### config.mk
export PLATFORM = sky130hd
export DESIGN_NAME = fetch_unit_flat
export DESIGN_NICKNAME = d
export VERILOG_FILES = /design/src/rtl/fetch_unit_if.sv /design/src/rtl/fetch_unit.sv /design/src/flat_wrapper.sv
export SDC_FILE = /design/constraint.sdc
export NUM_CORES = 1
export LEC_CHECK = 0
export CORE_MARGIN = 1
export CORE_UTILIZATION = 55
export CTS_CLUSTER_DIAMETER = 50
export DETAILED_ROUTE_END_ITERATION = 10
export HOLD_SLACK_MARGIN = 0.08
export PLACE_DENSITY = 0.92
export SLEW_MARGIN = 20
export SYNTH_ARGS = -nofsm -noshare
export SYNTH_HDL_FRONTEND = slang
export SYNTH_SLANG_ARGS = --single-unit
### constraint.sdc
create_clock -name clk_i -period 11.2 [get_ports clk_i]
set_clock_uncertainty 0.05 [all_clocks]
set_input_delay 2.24 -clock clk_i [delete_from_list [all_inputs] [get_ports clk_i]]
set_output_delay 2.24 -clock clk_i [all_outputs]
set_load 0.05 [all_outputs]
### src/rtl/fetch_unit_if.sv
// rtl/fetch_unit_if.sv - fetch_unit signal bundle: imem req/gnt/rvalid, redirect, decode valid/ready
//
// Signals (direction as seen from fetch_unit, i.e. the master modport):
//   redirect_i, redirect_pc_i           in  : taken branch/jump (PCSrc) and its target
//   imem_req_o, imem_addr_o             out : word fetch request and address
//   imem_gnt_i                          in  : request accepted this cycle
//   imem_rvalid_i, imem_rdata_i         in  : response beat and instruction word
//   instr_valid_o, instr_o, pc_o,
//   pc_plus4_o                          out : FIFO head presented to decode
//   instr_ready_i                       in  : decode consumes the head this cycle
//   misalign_o                          out : sticky misaligned-redirect flag (FETCH_ALIGN_CHECK_EN only)
interface fetch_unit_if;
    logic        redirect_i;
    logic [31:0] redirect_pc_i;
    logic        imem_req_o;
    logic [31:0] imem_addr_o;
    logic        imem_gnt_i;
    logic        imem_rvalid_i;
    logic [31:0] imem_rdata_i;
    logic        instr_valid_o;
    logic [31:0] instr_o;
    logic [31:0] pc_o;
    logic [31:0] pc_plus4_o;
    logic        instr_ready_i;
`ifdef FETCH_ALIGN_CHECK_EN
    logic        misalign_o;
`endif

    modport master (
        input  redirect_i, redirect_pc_i, imem_gnt_i, imem_rvalid_i, imem_rdata_i, instr_ready_i,
        output imem_req_o, imem_addr_o, instr_valid_o, instr_o, pc_o, pc_plus4_o
`ifdef FETCH_ALIGN_CHECK_EN
        , output misalign_o
`endif
    );

    modport slave (
        output redirect_i, redirect_pc_i, imem_gnt_i, imem_rvalid_i, imem_rdata_i, instr_ready_i,
        input  imem_req_o, imem_addr_o, instr_valid_o, instr_o, pc_o, pc_plus4_o
`ifdef FETCH_ALIGN_CHECK_EN
        , input misalign_o
`endif
    );
endinterface

### src/rtl/fetch_unit.sv
// rtl/fetch_unit.sv - RV32I instruction fetch: PC owner, single-outstanding imem requests, instruction FIFO
//
// Parameters: RESET_PC (first fetch address), DEPTH (FIFO entries, 2 or 4).
// Ports:
//   clk_i   : clock, rising edge
//   rst_ni  : asynchronous active-low reset
//   bus     : fetch_unit_if.master (imem handshake, redirect, decode valid/ready)
// Optional feature macro: FETCH_ALIGN_CHECK_EN - a redirect to a non-word-aligned target
// raises the sticky misalign_o flag and parks the unit in HALT. Without it the low target
// bits are zeroed and fetch continues.
module fetch_unit #(
    parameter logic [31:0] RESET_PC = 32'h0000_0000,
    parameter int unsigned DEPTH    = 2
) (
    input  logic         clk_i,
    input  logic         rst_ni,
    fetch_unit_if.master bus
);
    localparam int unsigned PW   = (DEPTH > 1) ? $clog2(DEPTH) : 1;
    localparam logic [PW:0] FULL = (PW+1)'(DEPTH);
    localparam logic [31:0] NOP  = 32'h0000_0013;

    // HALT is only reachable when the alignment check is built in.
    typedef enum logic [2:0] { REQ, WAIT, IDLE, DROP, HALT } state_t;

    state_t        state_q, state_d;
    logic [31:0]   fetch_pc_q, fetch_pc_d;
    logic [31:0]   req_pc_q, req_pc_d;
    logic [PW:0]   count_q, count_d, post_count;
    logic [PW-1:0] rd_ptr_q, wr_ptr_q;
    logic [31:0]   pc_mem    [DEPTH];
    logic [31:0]   instr_mem [DEPTH];
    logic          push, pop, flush, head_valid;
    logic [31:0]   target, head_pc;

    // Masking rather than slicing keeps every target bit in use in both builds.
    assign target     = bus.redirect_pc_i & 32'hFFFF_FFFC;
    assign head_valid = (count_q != '0);
    // A redirect flushes the FIFO, so a pop in that cycle is meaningless.
    assign pop        = head_valid && bus.instr_ready_i && !bus.redirect_i;
    assign post_count = count_q + (PW+1)'(1) - (PW+1)'(pop);

`ifdef FETCH_ALIGN_CHECK_EN
    logic misalign_q;
    logic misaligned;
    assign misaligned     = bus.redirect_i && (bus.redirect_pc_i[1:0] != 2'b00);
    assign bus.misalign_o = misalign_q;
`endif

    always_comb begin
        state_d    = state_q;
        fetch_pc_d = fetch_pc_q;
        req_pc_d   = req_pc_q;
        push       = 1'b0;
        flush      = 1'b0;
        case (state_q)
            REQ: begin
                if (bus.imem_gnt_i) begin
                    req_pc_d = fetch_pc_q;
                    state_d  = WAIT;
                end
            end
            WAIT: begin
                if (bus.imem_rvalid_i) begin
                    push       = 1'b1;
                    fetch_pc_d = req_pc_q + 32'd4;
                    state_d    = (post_count < FULL) ? REQ : IDLE;
                end
            end
            IDLE: begin
                if (count_q < FULL) state_d = REQ;
            end
            DROP: begin
                if (bus.imem_rvalid_i) state_d = REQ;
            end
            default: state_d = state_q;
        endcase

        if (bus.redirect_i && state_q != HALT) begin
            push       = 1'b0;
            flush      = 1'b1;
            fetch_pc_d = target;
            case (state_q)
                // A grant in the redirect cycle belongs to the old path; its beat is still owed.
                REQ:       state_d = bus.imem_gnt_i ? DROP : REQ;
                WAIT, DROP: state_d = bus.imem_rvalid_i ? REQ : DROP;
                IDLE:      state_d = REQ;
                default:   state_d = state_q;
            endcase
`ifdef FETCH_ALIGN_CHECK_EN
            if (misaligned) state_d = HALT;
`endif
        end
    end

    always_comb begin
        count_d = count_q;
        if (flush)             count_d = '0;
        else if (push && !pop) count_d = count_q + (PW+1)'(1);
        else if (!push && pop) count_d = count_q - (PW+1)'(1);
    end

    always_ff @(posedge clk_i or negedge rst_ni) begin
        if (!rst_ni) begin
            state_q    <= REQ;
            fetch_pc_q <= RESET_PC;
            req_pc_q   <= RESET_PC;
            count_q    <= '0;
            rd_ptr_q   <= '0;
            wr_ptr_q   <= '0;
`ifdef FETCH_ALIGN_CHECK_EN
            misalign_q <= 1'b0;
`endif
        end else begin
            state_q    <= state_d;
            fetch_pc_q <= fetch_pc_d;
            req_pc_q   <= req_pc_d;
            count_q    <= count_d;
            if (flush) begin
                rd_ptr_q <= '0;
                wr_ptr_q <= '0;
            end else begin
                if (push) wr_ptr_q <= wr_ptr_q + PW'(1);
                if (pop)  rd_ptr_q <= rd_ptr_q + PW'(1);
            end
`ifdef FETCH_ALIGN_CHECK_EN
            if (misaligned) misalign_q <= 1'b1;
`endif
        end
    end

    // Storage needs no reset: entries are only visible while count_q covers them.
    always_ff @(posedge clk_i) begin
        if (push) begin
            pc_mem[wr_ptr_q]    <= req_pc_q;
            instr_mem[wr_ptr_q] <= bus.imem_rdata_i;
        end
    end

    assign head_pc           = head_valid ? pc_mem[rd_ptr_q] : 32'h0000_0000;
    assign bus.imem_req_o    = rst_ni && (state_q == REQ);
    assign bus.imem_addr_o   = fetch_pc_q;
    assign bus.instr_valid_o = head_valid;
    assign bus.instr_o       = head_valid ? instr_mem[rd_ptr_q] : NOP;
    assign bus.pc_o          = head_pc;
    assign bus.pc_plus4_o    = head_pc + 32'd4;
endmodule
### src/flat_wrapper.sv
// flat-port wrapper written by rule: the top's interface ports become plain ports
module fetch_unit_flat 
#(
    parameter logic [31:0] RESET_PC = 32'h0000_0000,
    parameter int unsigned DEPTH    = 2
)
  (clk_i, rst_ni, bus_redirect_i, bus_redirect_pc_i, bus_imem_gnt_i, bus_imem_rvalid_i, bus_imem_rdata_i, bus_instr_ready_i, bus_imem_req_o, bus_imem_addr_o, bus_instr_valid_o, bus_instr_o, bus_pc_o, bus_pc_plus4_o);
  fetch_unit_if bus_i ();
  input  logic clk_i;
  input  logic rst_ni;
  input wire logic [$bits(bus_i.redirect_i)-1:0] bus_redirect_i;
  input wire logic [$bits(bus_i.redirect_pc_i)-1:0] bus_redirect_pc_i;
  input wire logic [$bits(bus_i.imem_gnt_i)-1:0] bus_imem_gnt_i;
  input wire logic [$bits(bus_i.imem_rvalid_i)-1:0] bus_imem_rvalid_i;
  input wire logic [$bits(bus_i.imem_rdata_i)-1:0] bus_imem_rdata_i;
  input wire logic [$bits(bus_i.instr_ready_i)-1:0] bus_instr_ready_i;
  output wire logic [$bits(bus_i.imem_req_o)-1:0] bus_imem_req_o;
  output wire logic [$bits(bus_i.imem_addr_o)-1:0] bus_imem_addr_o;
  output wire logic [$bits(bus_i.instr_valid_o)-1:0] bus_instr_valid_o;
  output wire logic [$bits(bus_i.instr_o)-1:0] bus_instr_o;
  output wire logic [$bits(bus_i.pc_o)-1:0] bus_pc_o;
  output wire logic [$bits(bus_i.pc_plus4_o)-1:0] bus_pc_plus4_o;
  assign bus_i.redirect_i = bus_redirect_i;
  assign bus_i.redirect_pc_i = bus_redirect_pc_i;
  assign bus_i.imem_gnt_i = bus_imem_gnt_i;
  assign bus_i.imem_rvalid_i = bus_imem_rvalid_i;
  assign bus_i.imem_rdata_i = bus_imem_rdata_i;
  assign bus_i.instr_ready_i = bus_instr_ready_i;
  assign bus_imem_req_o = bus_i.imem_req_o;
  assign bus_imem_addr_o = bus_i.imem_addr_o;
  assign bus_instr_valid_o = bus_i.instr_valid_o;
  assign bus_instr_o = bus_i.instr_o;
  assign bus_pc_o = bus_i.pc_o;
  assign bus_pc_plus4_o = bus_i.pc_plus4_o;
  fetch_unit #(.RESET_PC(RESET_PC), .DEPTH(DEPTH)) u_core (.clk_i(clk_i), .rst_ni(rst_ni), .bus(bus_i));
endmodule
==> out/qor.csv <==
stage;metric;value;unit
worst_setup_path;arrival;4.88;ns
clock_tree;cts_setup_buffers;0;
clock_tree;cts_tree;done;
cells_and_area;nets;1026;
logic_synthesis;synth-edff-count;128;
timing;fin_setup_tns;0;ns
timing;slew_viol_final;0;
floorplanning;design.die.area;17300;sq um
logic_synthesis;synthCells;761;
global_route;grt_pass1_vias;6475;
floorplanning;row_count;47;
floorplanning;coreArea;16500;sq um
global_route;grtUsageTotal;26.2;%
detailed_routing;via_count;6720;
clock_tree;htree_levels;4;
timing;setup_viol;0;
cells_and_area;drive_gt1_share;9.18;%
timing;relSlewSlack;32.8;%
worst_setup_path;cp_max_fo;71;
cells_and_area;area_growth;29.1;%
cells_and_area;fillers;1075;
pwr;vdd_drop_max;0.140;mV
logic_synthesis;ys_seq_area_share;60.6;%
timing;fin_hold_ws;0.455;ns
worst_setup_path;crit_buf_inv;3;
floorplanning;die_y;132;um
pwr;p_leak;4.26;nW
detailed_routing;ant_nets;0;
logic_synthesis;avgSynthCellArea;12.1;sq um
logic_synthesis;synth_ff_type;edfxtp_1;
logic_synthesis;synth_fp_nets;840;
logic_synthesis;ys_warn_count;0;
worst_setup_path;cpMaxStageDelayCell;buf_4;
worst_setup_path;worst_setup_path_start_kind;register;
logic_synthesis;yosys_register_bits;198;
worst_setup_path;crit_path_end_kind;output pin;
run_status;outcome;finished, final reports clean;
worst_setup_path;path_cells;buf_4 > mux2i_1 > nor2_1 > ha_1 > inv_1 > a2111oi_2 > nand4_2 > nor4_1 > xor2_1 > clkdlybuf4s50_1;
min_path;hp-class;reg2reg;
cells_and_area;fin_area;11900;sq um
logic_synthesis;async_flop_share;35.4;%
cells_and_area;final_cells;1179;
pwr;power_density;236;nW/um^2
placed_design;placedCellCount;1148;
clock_tree;clockRootBuffer;clkbuf_16;
placed_design;dp_hpwl;15000;um
placed_design;dpl-instance-area;11400;sq um
timing;fmax;140;MHz
detailed_routing;wl_per_cell;18.7;um
job;max_cap_viol_count;0;
worst_setup_path;cpPeakStageDelay;0.83;ns
detailed_routing;drc;0;
detailed_routing;vias_per_cell;5.70;
clock_tree;clockBufferDepth;2;
clock_tree;cts_resized;0;
placed_design;io_buffers;197;
timing;rsz0062_at_grt;false;
global_route;grt_max_degree;76;
floorplanning;die_x;132;um
cells_and_area;multi_input_area;3420;sq um
floorplanning;io_pins;200;
logic_synthesis;synth_area;9240;sq um
clock_tree;insertion_delay;0.43;ns
floorplanning;initial_core_util;56.1;%
detailed_routing;drt_wl_total;22000;um
global_route;antenna_found_initial;0;
detailed_routing;drt_iter0_drc;591;
worst_setup_path;cp.required;8.91;ns
timing;worst_slew_pin_slew;1.01;ns
timing;fin_crit_sh;64.0;%
timing;hold_viol_final;0;
clock_tree;cts_made_buffers;17;
global_route;grt_pass1_wl;34800;um
global_route;gr-total-overflow;0;
clock_tree;ctsHoldBuffers;0;
worst_setup_path;critical_path_class;reg2out;
cells_and_area;regArea;5600;sq um
clock_tree;clock_sinks;198;
worst_setup_path;critPathTopFamily;buffers and inverters;
cells_and_area;n_antenna_cell;0;
clock_tree;path_clk_slew;0.07;ns
timing;period_needed;7.17;ns
placed_design;gp_congestion;0.867;
logic_synthesis;synth_cell_type_count;49;
detailed_routing;first_pass_iters;5;
sequential cells by signal, summed over array words and instances (netlist names):
register                flops
u_core.instr_mem           64
u_core.pc_mem              64
u_core.bus.imem_addr_o     32
u_core.req_pc_q            32
u_core.count_q              2
u_core.state_q              2
u_core.rd_ptr_q             1
u_core.wr_ptr_q             1
cell usage in the layout, fill, tap and decap left out, types with 2 or more instances in the layout:
cell	synthesis	routed
clkdlybuf4s50_1	0	196
edfxtp_1	128	128
nor2_1	88	87
dfrtp_1	70	69
mux2i_1	67	67
nand2_1	59	58
o21ai_0	37	37
nand3_1	34	34
mux2_2	32	32
xor2_1	25	25
xnor2_1	22	22
a21oi_1	21	21
inv_1	17	17
clkbuf_16	0	17
and3_1	17	16
nor3_1	15	15
nor4_1	15	15
nand3b_1	11	11
ha_1	9	8
buf_4	3	8
nand4_1	7	7
o31a_1	5	5
clkinv_4	0	5
and2_1	4	4
o21ai_1	4	4
inv_6	0	4
nand4_2	3	3
and4_1	3	3
or4_1	3	3
o31ai_1	3	3
a2111oi_2	2	2
a211oi_2	2	2
nor4_2	2	2
a211o_1	2	2
or3_1	2	2
inv_8	0	2
power by group:
part / internal (W) / total [W] / switching [W]
combinational: 0.000407 / 0.00116 / 0.000748
clock: 0.000290 / 0.000567 / 0.000277
sequential: 0.000924 / 0.00109 / 0.000164
routing by layer:
metal | global-route usage [%] | up-vias | share of wire, %
met5 | 0 | - | 0
li1 | - | 3140 | -
met2 | 43.2 | 296 | 49
met4 | 8.53 | 0 | 2.0
met3 | 4.78 | 42 | 7.3
met1 | 35.2 | 3242 | 42
layout make-up:
class / count / share of cell area, %
inverter: 17 / 0.535
clock buffer: 18 / 3.60
sequential: 198 / 46.9
clock inverter: 13 / 0.955
multi-input combinational: 508 / 28.7
timing repair buffer: 205 / 17.0
tap: 220 / 2.31
worst paths after layout:
path	from	endpoint	slack (ns)	depth (start not counted)
worst max-delay path	u_core.rd_ptr_q	bus_pc_plus4_o[30]	4.03	10
max in group asynchronous	rst_ni	u_core.rd_ptr_q	8.47	2
worst max register to register	u_core.state_q[1]	u_core.instr_mem[0][13]	7.89	6
worst min register to register	u_core.req_pc_q[0]	u_core.pc_mem[0][0]	0.46	0
worst min-delay path	u_core.req_pc_q[0]	u_core.pc_mem[0][0]	0.46	0
min in group asynchronous	rst_ni	u_core.req_pc_q[10]	1.95	2
synthesized netlist by cell type, types with 2 or more instances:
cell type / n / area share (%)
o31ai_1: 3 / 0.24
buf_4: 3 / 0.24
and3_1: 17 / 1.2
buf_1: 9 / 0.37
o21ai_1: 4 / 0.22
edfxtp_1: 128 / 42
nor3_1: 15 / 0.81
o31a_1: 5 / 0.47
inv_1: 17 / 0.69
a211oi_2: 2 / 0.27
xnor2_1: 22 / 2.1
xor2_1: 25 / 2.4
dfrtp_1: 70 / 19
nor4_2: 2 / 0.27
nand3b_1: 11 / 0.89
o21ai_0: 37 / 2.0
mux2i_1: 67 / 7.3
or3_1: 2 / 0.14
a2111oi_2: 2 / 0.32
or4_1: 3 / 0.24
ha_1: 9 / 1.2
nand2_1: 59 / 2.4
clkbuf_1: 14 / 0.57
a211o_1: 2 / 0.19
and4_1: 3 / 0.28
nor4_1: 15 / 1.0
nand3_1: 34 / 1.8
buf_2: 11 / 0.60
a21oi_1: 21 / 1.1
and2_1: 4 / 0.27
nand4_2: 3 / 0.41
nand4_1: 7 / 0.47
mux2_2: 32 / 3.9
nor2_1: 88 / 3.6
metrics by stage:
stage	util [%]	setup WS [ns]	power, W
CTS	72.4	3.97	0.00281
global route	72.4	3.69	0.00292
finish	72.4	4.03	0.00281
floorplan	-	4.50	0.00185
global placement	69.1	4.50	0.00221
detailed placement	69.1	4.44	0.00225
cell families (layout without fill, tap and decap cells):
group | Yosys count | in the layout | share of synthesized area (%)
fa+ha+maj | 9 | 9 | 1.22
mux | 99 | 99 | 11.2
compound gates | 86 | 86 | 5.82
buf+inv | 55 | 253 | 2.59
xor+xnor | 47 | 47 | 4.45
simple gates | 267 | 267 | 14.2
flops | 198 | 198 | 60.6
Power figures use the tool's default switching activity.
